File: src/rtl/tx_fifo_wr_arb_if.sv
// tx_fifo_wr_arb_if: requester-side and FIFO-side signals of the TX FIFO write arbiter
interface tx_fifo_wr_arb_if #(
  parameter int NUM_REQ    = 4,
  parameter int DATA_WIDTH = 8
);
  logic [NUM_REQ-1:0]            i_req;
  logic [NUM_REQ*DATA_WIDTH-1:0] i_data;
  logic [NUM_REQ-1:0]            i_last;
  logic [NUM_REQ-1:0]            o_ack;
  logic                          i_almost_full;
  logic                          o_push;
  logic [DATA_WIDTH-1:0]         o_wdata;
  logic [NUM_REQ-1:0]            o_grant;
  logic                          o_pkt_done;
  logic                          o_pkt_err;
  modport master (
    output i_req, i_data, i_last, i_almost_full,
    input  o_ack, o_push, o_wdata, o_grant, o_pkt_done, o_pkt_err
  );
  modport slave (
    input  i_req, i_data, i_last, i_almost_full,
    output o_ack, o_push, o_wdata, o_grant, o_pkt_done, o_pkt_err
  );
endinterface

File: src/rtl/tx_fifo_wr_arb.sv
// tx_fifo_wr_arb: round-robin packet-atomic arbiter for the TX FIFO write port
module tx_fifo_wr_arb #(
  parameter int NUM_REQ    = 4,
  parameter int DATA_WIDTH = 8,
  parameter int MAX_PKT    = 64
) (
  input logic              i_clk,
  input logic              i_rst,
  tx_fifo_wr_arb_if.slave  bus
);
  localparam int IW = NUM_REQ > 1 ? $clog2(NUM_REQ) : 1;
  localparam int CW = $clog2(MAX_PKT + 1);
  typedef enum logic {IDLE, XFER} state_t;
  state_t                state_q, state_d;
  logic [IW-1:0]         rr_q, rr_d, gidx_q, gidx_d, pick, idx, gnext;
  logic [NUM_REQ-1:0]    grant_q, grant_d;
  logic [CW-1:0]         cnt_q, cnt_d;
  logic                  push_q, push_d, done_q, done_d, err_q, err_d;
  logic [DATA_WIDTH-1:0] wdata_q, wdata_d, data_g;
  logic                  found, acc, last_g, at_max;
  assign bus.o_ack   = grant_q & bus.i_req & {NUM_REQ{~bus.i_almost_full}};
  assign acc         = |bus.o_ack;
  assign data_g      = bus.i_data[gidx_q*DATA_WIDTH +: DATA_WIDTH];
  assign last_g      = bus.i_last[gidx_q];
  assign at_max      = cnt_q == CW'(MAX_PKT - 1);
  assign gnext       = (gidx_q == IW'(NUM_REQ - 1)) ? '0 : gidx_q + 1'b1;
  assign bus.o_push     = push_q;
  assign bus.o_wdata    = wdata_q;
  assign bus.o_grant    = grant_q;
  assign bus.o_pkt_done = done_q;
  assign bus.o_pkt_err  = err_q;
  // first requesting index at or after the RR pointer, wrapping
  always_comb begin
    idx   = rr_q;
    pick  = rr_q;
    found = 1'b0;
    for (int i = 0; i < NUM_REQ; i++) begin
      if (!found && bus.i_req[idx]) begin
        found = 1'b1;
        pick  = idx;
      end
      idx = (idx == IW'(NUM_REQ - 1)) ? '0 : idx + 1'b1;
    end
  end
  always_comb begin
    state_d = state_q;
    rr_d    = rr_q;
    gidx_d  = gidx_q;
    grant_d = grant_q;
    cnt_d   = cnt_q;
    push_d  = acc;
    wdata_d = acc ? data_g : wdata_q;
    done_d  = 1'b0;
    err_d   = 1'b0;
    if (state_q == IDLE) begin
      if (found) begin
        state_d = XFER;
        gidx_d  = pick;
        grant_d = NUM_REQ'(1) << pick;
      end
    end else if (acc) begin
      cnt_d = cnt_q + 1'b1;
      if (last_g || at_max) begin
        state_d = IDLE;
        grant_d = '0;
        cnt_d   = '0;
        rr_d    = gnext;
        done_d  = last_g;
        err_d   = ~last_g;
      end
    end
  end
  always_ff @(posedge i_clk) begin
    if (i_rst) begin
      state_q <= IDLE;
      rr_q    <= '0;
      gidx_q  <= '0;
      grant_q <= '0;
      cnt_q   <= '0;
      push_q  <= 1'b0;
      wdata_q <= '0;
      done_q  <= 1'b0;
      err_q   <= 1'b0;
    end else begin
      state_q <= state_d;
      rr_q    <= rr_d;
      gidx_q  <= gidx_d;
      grant_q <= grant_d;
      cnt_q   <= cnt_d;
      push_q  <= push_d;
      wdata_q <= wdata_d;
      done_q  <= done_d;
      err_q   <= err_d;
    end
  end
endmodule

File: src/flat_wrapper.sv
// flat-port wrapper written by rule: the top's interface ports become plain ports
module tx_fifo_wr_arb_flat 
#(
  parameter int NUM_REQ    = 4,
  parameter int DATA_WIDTH = 8,
  parameter int MAX_PKT    = 64
)
  (i_clk, i_rst, bus_i_req, bus_i_data, bus_i_last, bus_i_almost_full, bus_o_ack, bus_o_push, bus_o_wdata, bus_o_grant, bus_o_pkt_done, bus_o_pkt_err);
  tx_fifo_wr_arb_if #(.NUM_REQ(NUM_REQ), .DATA_WIDTH(DATA_WIDTH)) bus_i ();
  input logic i_clk;
  input logic i_rst;
  input wire logic [$bits(bus_i.i_req)-1:0] bus_i_req;
  input wire logic [$bits(bus_i.i_data)-1:0] bus_i_data;
  input wire logic [$bits(bus_i.i_last)-1:0] bus_i_last;
  input wire logic [$bits(bus_i.i_almost_full)-1:0] bus_i_almost_full;
  output wire logic [$bits(bus_i.o_ack)-1:0] bus_o_ack;
  output wire logic [$bits(bus_i.o_push)-1:0] bus_o_push;
  output wire logic [$bits(bus_i.o_wdata)-1:0] bus_o_wdata;
  output wire logic [$bits(bus_i.o_grant)-1:0] bus_o_grant;
  output wire logic [$bits(bus_i.o_pkt_done)-1:0] bus_o_pkt_done;
  output wire logic [$bits(bus_i.o_pkt_err)-1:0] bus_o_pkt_err;
  assign bus_i.i_req = bus_i_req;
  assign bus_i.i_data = bus_i_data;
  assign bus_i.i_last = bus_i_last;
  assign bus_i.i_almost_full = bus_i_almost_full;
  assign bus_o_ack = bus_i.o_ack;
  assign bus_o_push = bus_i.o_push;
  assign bus_o_wdata = bus_i.o_wdata;
  assign bus_o_grant = bus_i.o_grant;
  assign bus_o_pkt_done = bus_i.o_pkt_done;
  assign bus_o_pkt_err = bus_i.o_pkt_err;
  tx_fifo_wr_arb #(.NUM_REQ(NUM_REQ), .DATA_WIDTH(DATA_WIDTH), .MAX_PKT(MAX_PKT)) u_core (.i_clk(i_clk), .i_rst(i_rst), .bus(bus_i));
endmodule
File: config.mk
export PLATFORM = sky130hd
export DESIGN_NAME = tx_fifo_wr_arb_flat
export DESIGN_NICKNAME = d
export VERILOG_FILES = /design/src/rtl/tx_fifo_wr_arb_if.sv /design/src/rtl/tx_fifo_wr_arb.sv /design/src/flat_wrapper.sv
export SDC_FILE = /design/constraint.sdc
export NUM_CORES = 1
export LEC_CHECK = 0
export BUFFER_PORTS_ARGS = -buffer_cell sky130_fd_sc_hd__buf_2
export CAP_MARGIN = 15
export CORE_UTILIZATION = 43
export DETAILED_ROUTE_END_ITERATION = 7
export PLACE_DENSITY = 0.7
export SLEW_MARGIN = 25
export SYNTH_ARGS = -nofsm -noshare
export SYNTH_HDL_FRONTEND = slang
export SYNTH_SLANG_ARGS = --single-unit
File: constraint.sdc
create_clock -name i_clk -period 2.4 [get_ports i_clk]
set_input_delay 0.24 -clock i_clk [delete_from_list [all_inputs] [get_ports i_clk]]
set_output_delay 0.24 -clock i_clk [all_outputs]
set_load 0.01 [all_outputs]
== Word level (Yosys, flattened, before mapping) ==
Index checks and enable logic that the tools add are counted.
Word-level totals
  ROM bits: 0
  input port bits: 43
  output and inout bits: 19
  memories: 0
  RAM bits: 0
  latch bits: 0
  bits in registers: 27
Operators by class
  equality and inequality tests: 7
  multiply operators: 0
  muxes and demuxes: 30
  shift-type cells: 2
  bitwise logic cells: 7
  add/sub/neg operators: 5
  reductions and logical operators: 14
  divide/modulo/power cells: 0
  $lt $le $gt $ge: 5
Operator list (count)
  32-bit by 6-bit variable part select with 8-bit output: 1
  4-bit 2-to-1 mux: 4
  2-bit by 3-bit < comparator with 1-bit output (second input constant): 5
  2-bit 2-to-1 mux: 7
  1-bit 2-to-1 mux: 13
  1-bit binary-select mux with 2-bit select: 5
  2-bit by 1-bit adder with 2-bit output (second input constant): 4
  4-bit bitwise AND: 2
  2-bit equality test (second input constant): 4
  4-bit OR reduction: 2
  7-bit by 1-bit adder with 7-bit output (second input constant): 1
  7-bit by 6-bit equality test with 1-bit output (second input constant): 1
  7-bit 2-to-1 mux: 1
  3-bit AND reduction: 2
  1-bit inverter: 5
  2-bit inequality test (second input constant): 2
  2-bit AND reduction: 2
  1-bit by 2-bit left shift with 4-bit output (first input constant): 1
  1-bit logical AND: 3
  1-bit logical NOT: 3
  2-bit nonzero test: 1
  1-bit logical OR: 1

== Logic depth before layout (Yosys ltp) ==
  word-level depth: 15
  gate-level depth with buffers: 9
  mapped depth without buffers: 7

== Least setup slack after synthesis ==
Ideal clock, no wire load.
  path type: reg2reg
  start: register u_core.rr_q[0]
  end: register u_core.grant_q[0], in the netlist u_core.bus.o_grant[0]
  slack: 191 ps
  cell stages (with the launch flop): 9
  setup time: 116 ps
  arrival time: 2093 ps
  buffers on the path: 2
  clock period less this slack: 2209 ps
  path through: dfxtp_1 ha_1 buf_6 buf_6 or3_2 a211oi_1 a221oi_1 o211a_1 a31o_2
Between the ends
  cells in the longest elaborated chain, start to end: 15
  elaborated cells between the ends (all ways): 35
RTL lines
  start: declaration: line tx_fifo_wr_arb.sv:15  | logic [IW-1:0] rr_q, rr_d, gidx_q, gidx_d, pick, idx, gnext;
  start signal: assignment: line tx_fifo_wr_arb.sv:86  | rr_q <= rr_d;
  branches (longest 15 deep; another with 2-bit by 1-bit adder with 2-bit output)
  end signal: assignment: line tx_fifo_wr_arb.sv:88  | grant_q <= grant_d;
  end: declaration: line tx_fifo_wr_arb.sv:16  | logic [NUM_REQ-1:0] grant_q, grant_d;
Parallel ways; which one is timed is not known. The select of a mux whose other input is x is not followed.
A chain may end at the register's enable or synchronous reset.

== Worst setup path after layout ==
Same ends and word-level chain as after synthesis.

==> summary.md <==
| Metric | Value |
|---|---|
| Run status | `complete, no violations` |
| Crit start category | `flip-flop` |
| GPL Wtd Cong | `0.932` |
| First-pass GRT wire length | `6130 µm` |
| Dpl cells | `294` |
| Leak | `0.930 nW` |
| Max-slew violations | `0` |
| Synthesized area per cell | `9.51 µm²` |
| IO Port Bufs | `61` |
| Area Overhead vs Synth | `21.8%` |
| Synth Warn # | `0` |
| Syn Inst Count | `191` |
| Routed WL | `3980 µm` |
| Mapped Nets | `237` |
| Min cycle time layout | `2.25 ns` |
| Ys flop type | `dfxtp_1` |
| CTS max path bufs | `2` |
| Worst reg2reg startpoint | `u_core.rr_q[0]$_SDFFE_PP0P_` |
| Initial core utilization | `0.451` |
| Vias | `1683` |
| Fraction of layout cells with a size suffix above 1 | `0.395` |
| CTS tree | `done` |
| Reg2reg setup slack | `0.15 ns` |
| Worst hold path endpoint | `u_core.bus.o_wdata[2]$_SDFFE_PP0N_` |
| Area leader, netlist | `dfxtp_1` |
| Number of global-route vias before repair | `1417` |
| Reg2reg end | `u_core.bus.o_grant[0]$_SDFFE_PP0P_` |
| Seq/Total Area, Yosys | `0.298` |
| Max Cap Viol | `0` |
| FP Rows | `23` |
| Final std cells w/o fill | `298` |
| Async SR Flop Fraction | `0` |
| Crit end category | `flip-flop` |
| Clock root buffer | `clkbuf_8` |
| Hold path start | `i_rst` |
| Setup Skew | `0.00868 ns` |
| Die height | `67 µm` |
| Initial DRC count | `48` |
| Number of flops mapped to enable cells by yosys | `0` |
| Cell Area, Synth | `1820 µm²` |
| Area of the core | `4030 µm²` |
| Hold Crit Depth | `2` |
| Fill cells | `369` |
| Initial antenna violation count | `0` |
| Hold Path Class | `in2reg` |
| RSZ-0062 raised after global routing | `false` |
| Top cell type's share of synthesized area | `0.298` |
| Slew @ Worst Pin | `0.352 ns` |
| Commonest non-fill, non-tap cell in the layout | `buf_2` |
| Grt ovf | `0` |
| Maximum vdd drop | `0.273 mV` |
| Die X | `67 µm` |
| Die ar. | `4490 µm²` |
| Ranking of synthesized cells by area | `dfxtp_1 (30%), mux4_2 (12%), nor2_1 (6.2%)` |
| Crit Path Max Fanout | `7` |
| DP HPWL | `3040 µm` |
| Fin crit share | `0.938` |
| Remaining DRCs | `0` |
| Layout net count | `295` |
| Wire per inst | `13.3 µm` |
| Clk slew on worst S/H paths | `0.09 ns` |
| Req. time, crit path | `2.56 ns` |
| WS Path Type | `reg2reg` |
| Final setup violation count | `0` |
| Slew Limit Headroom | `0.762` |
| Pin count of the biggest net entering global routing | `24` |
| CTS buffer count | `3` |
| PD cells | `440 nW/µm²` |
| First drt pass iteration count | `4` |
| Vias per std cell | `5.65` |
| TritonCTS Sinks | `27` |
| FMAX | `0.444 GHz` |
| GRT Total Usage | `0.179` |
| IO Count | `62` |
| TNS Setup | `0 ns` |
| Flops & latches, synth | `27` |
| N_diodes | `0` |
| CP arrival | `2.42 ns` |
| Worst r2r path cells | `8` |
| CTS H-tree depth | `1` |
| CTS hold repair buffers | `0` |
| Worst hold slack | `0.327 ns` |
| Netlist cell types | `56` |
| Hold Fails Final Rpt | `0` |
| Post-DRT Antenna Nets | `0` |
| Clk_lat worst skew | `0.27 ns` |
| Post-CTS Setup Inserts | `0` |
| Most frequent cells in the layout | `buf_2 (61), nor2_1 (30), dfxtp_1 (27)` |
-- worst max path at each step --
stage	startpoint	to	slack [ns]	cells after the start
6_report	u_core.rr_q[0]$_SDFFE_PP0P_	u_core.bus.o_grant[0]$_SDFFE_PP0P_	0.15	8
2_1_floorplan	u_core.rr_q[0]$_SDFFE_PP0P_	u_core.bus.o_grant[0]$_SDFFE_PP0P_	0.19	8
3_3_place_gp	u_core.rr_q[0]$_SDFFE_PP0P_	u_core.gidx_q[1]$_SDFFE_PP0P_	0.16	8
5_1_grt	u_core.rr_q[1]$_SDFFE_PP0P_	u_core.gidx_q[1]$_SDFFE_PP0P_	0.01	8
3_5_place_dp	u_core.rr_q[0]$_SDFFE_PP0P_	u_core.gidx_q[1]$_SDFFE_PP0P_	0.13	8
4_1_cts	u_core.rr_q[0]$_SDFFE_PP0P_	u_core.bus.o_grant[0]$_SDFFE_PP0P_	0.10	8
-- area by class of cell --
cell class | instances | area (µm²) | share of cell area
Multi-Input combinational cell | 145 | 1190 | 0.536
Sequential cell | 27 | 541 | 0.244
Timing Repair Buffer | 69 | 365 | 0.165
Inverter | 3 | 11.3 | 0.00509
Clock inverter | 1 | 5.00 | 0.00226
Tap cell | 50 | 62.6 | 0.0283
Clock buffer | 3 | 41.3 | 0.0187
-- sequential cells by signal (all words and copies together) (netlist names) --
signal	cells
u_core.bus.o_wdata	8
u_core.cnt_q	7
u_core.bus.o_grant	4
u_core.gidx_q	2
u_core.rr_q	2
u_core.bus.o_pkt_done	1
u_core.bus.o_pkt_err	1
u_core.bus.o_push	1
u_core.state_q	1
-- critical path, stage by stage (launching register included) --
cell and delay [ns]:
dfxtp_1 0.32, ha_1 0.33, buf_4 0.17, or3b_1 0.37, o31a_1 0.14, o22ai_4 0.25, a31o_2 0.25, nor2_1 0.07
a31o_2 0.25
-- synthesized netlist by cell type, types with 3 or more instances --
library cell	instances
a211oi_1	4
a21oi_1	5
a31o_2	3
and3_1	4
buf_4	4
clkbuf_1	7
dfxtp_1	27
ha_1	3
mux2i_1	11
mux4_2	10
nand2_1	12
nand3_1	5
nor2_1	30
nor3_1	3
nor3b_1	3
o211a_1	3
o21ai_0	4
o31a_1	3
xor2_1	3
-- cells by family (layout without fill, tap and decap cells) --
family | count (synthesis) | in the layout | share of synthesized area
fa+ha+maj | 3 | 3 | 0.0207
mux | 25 | 25 | 0.219
compound gates | 40 | 40 | 0.187
xor+xnor | 5 | 5 | 0.0241
flops | 27 | 27 | 0.298
buf+inv | 19 | 76 | 0.0572
simple gates | 72 | 72 | 0.194
-- layer usage --
| layer | global-route usage | share of wire | vias to the layer above |
|---|---|---|---|
| li1 | - | - | 832 |
| met3 | 0.0377 | 0.051 | 4 |
| met2 | 0.308 | 0.51 | 45 |
| met5 | 0 | 0 | - |
| met1 | 0.224 | 0.42 | 802 |
| met4 | 0.0426 | 0.011 | 0 |
-- timing repair --
| action | 4_1_cts | 5_1_grt |
|---|---|---|
| endpoints found under the hold margin | 0 | 0 |
| resized for setup | 0 | 2 |
| setup endpoints to repair | 0 | 6 |
-- power breakdown --
part,switching (W),internal [W]
clock,0.000135,0.000116
sequential,0.0000116,0.000465
combinational,0.000120,0.000126
-- per-stage QoR --
stage	worst slack, ns	area, µm²	power, W	utilization
floorplan	0.191	1820	0.000655	-
global placement	0.163	2150	0.000727	0.534
detailed placement	0.130	2150	0.000731	0.534
CTS	0.105	2200	0.000981	0.546
global route	0.0139	2210	0.00103	0.549
finish	0.148	2210	0.000973	0.549
(Power assumes the default switching activity.)
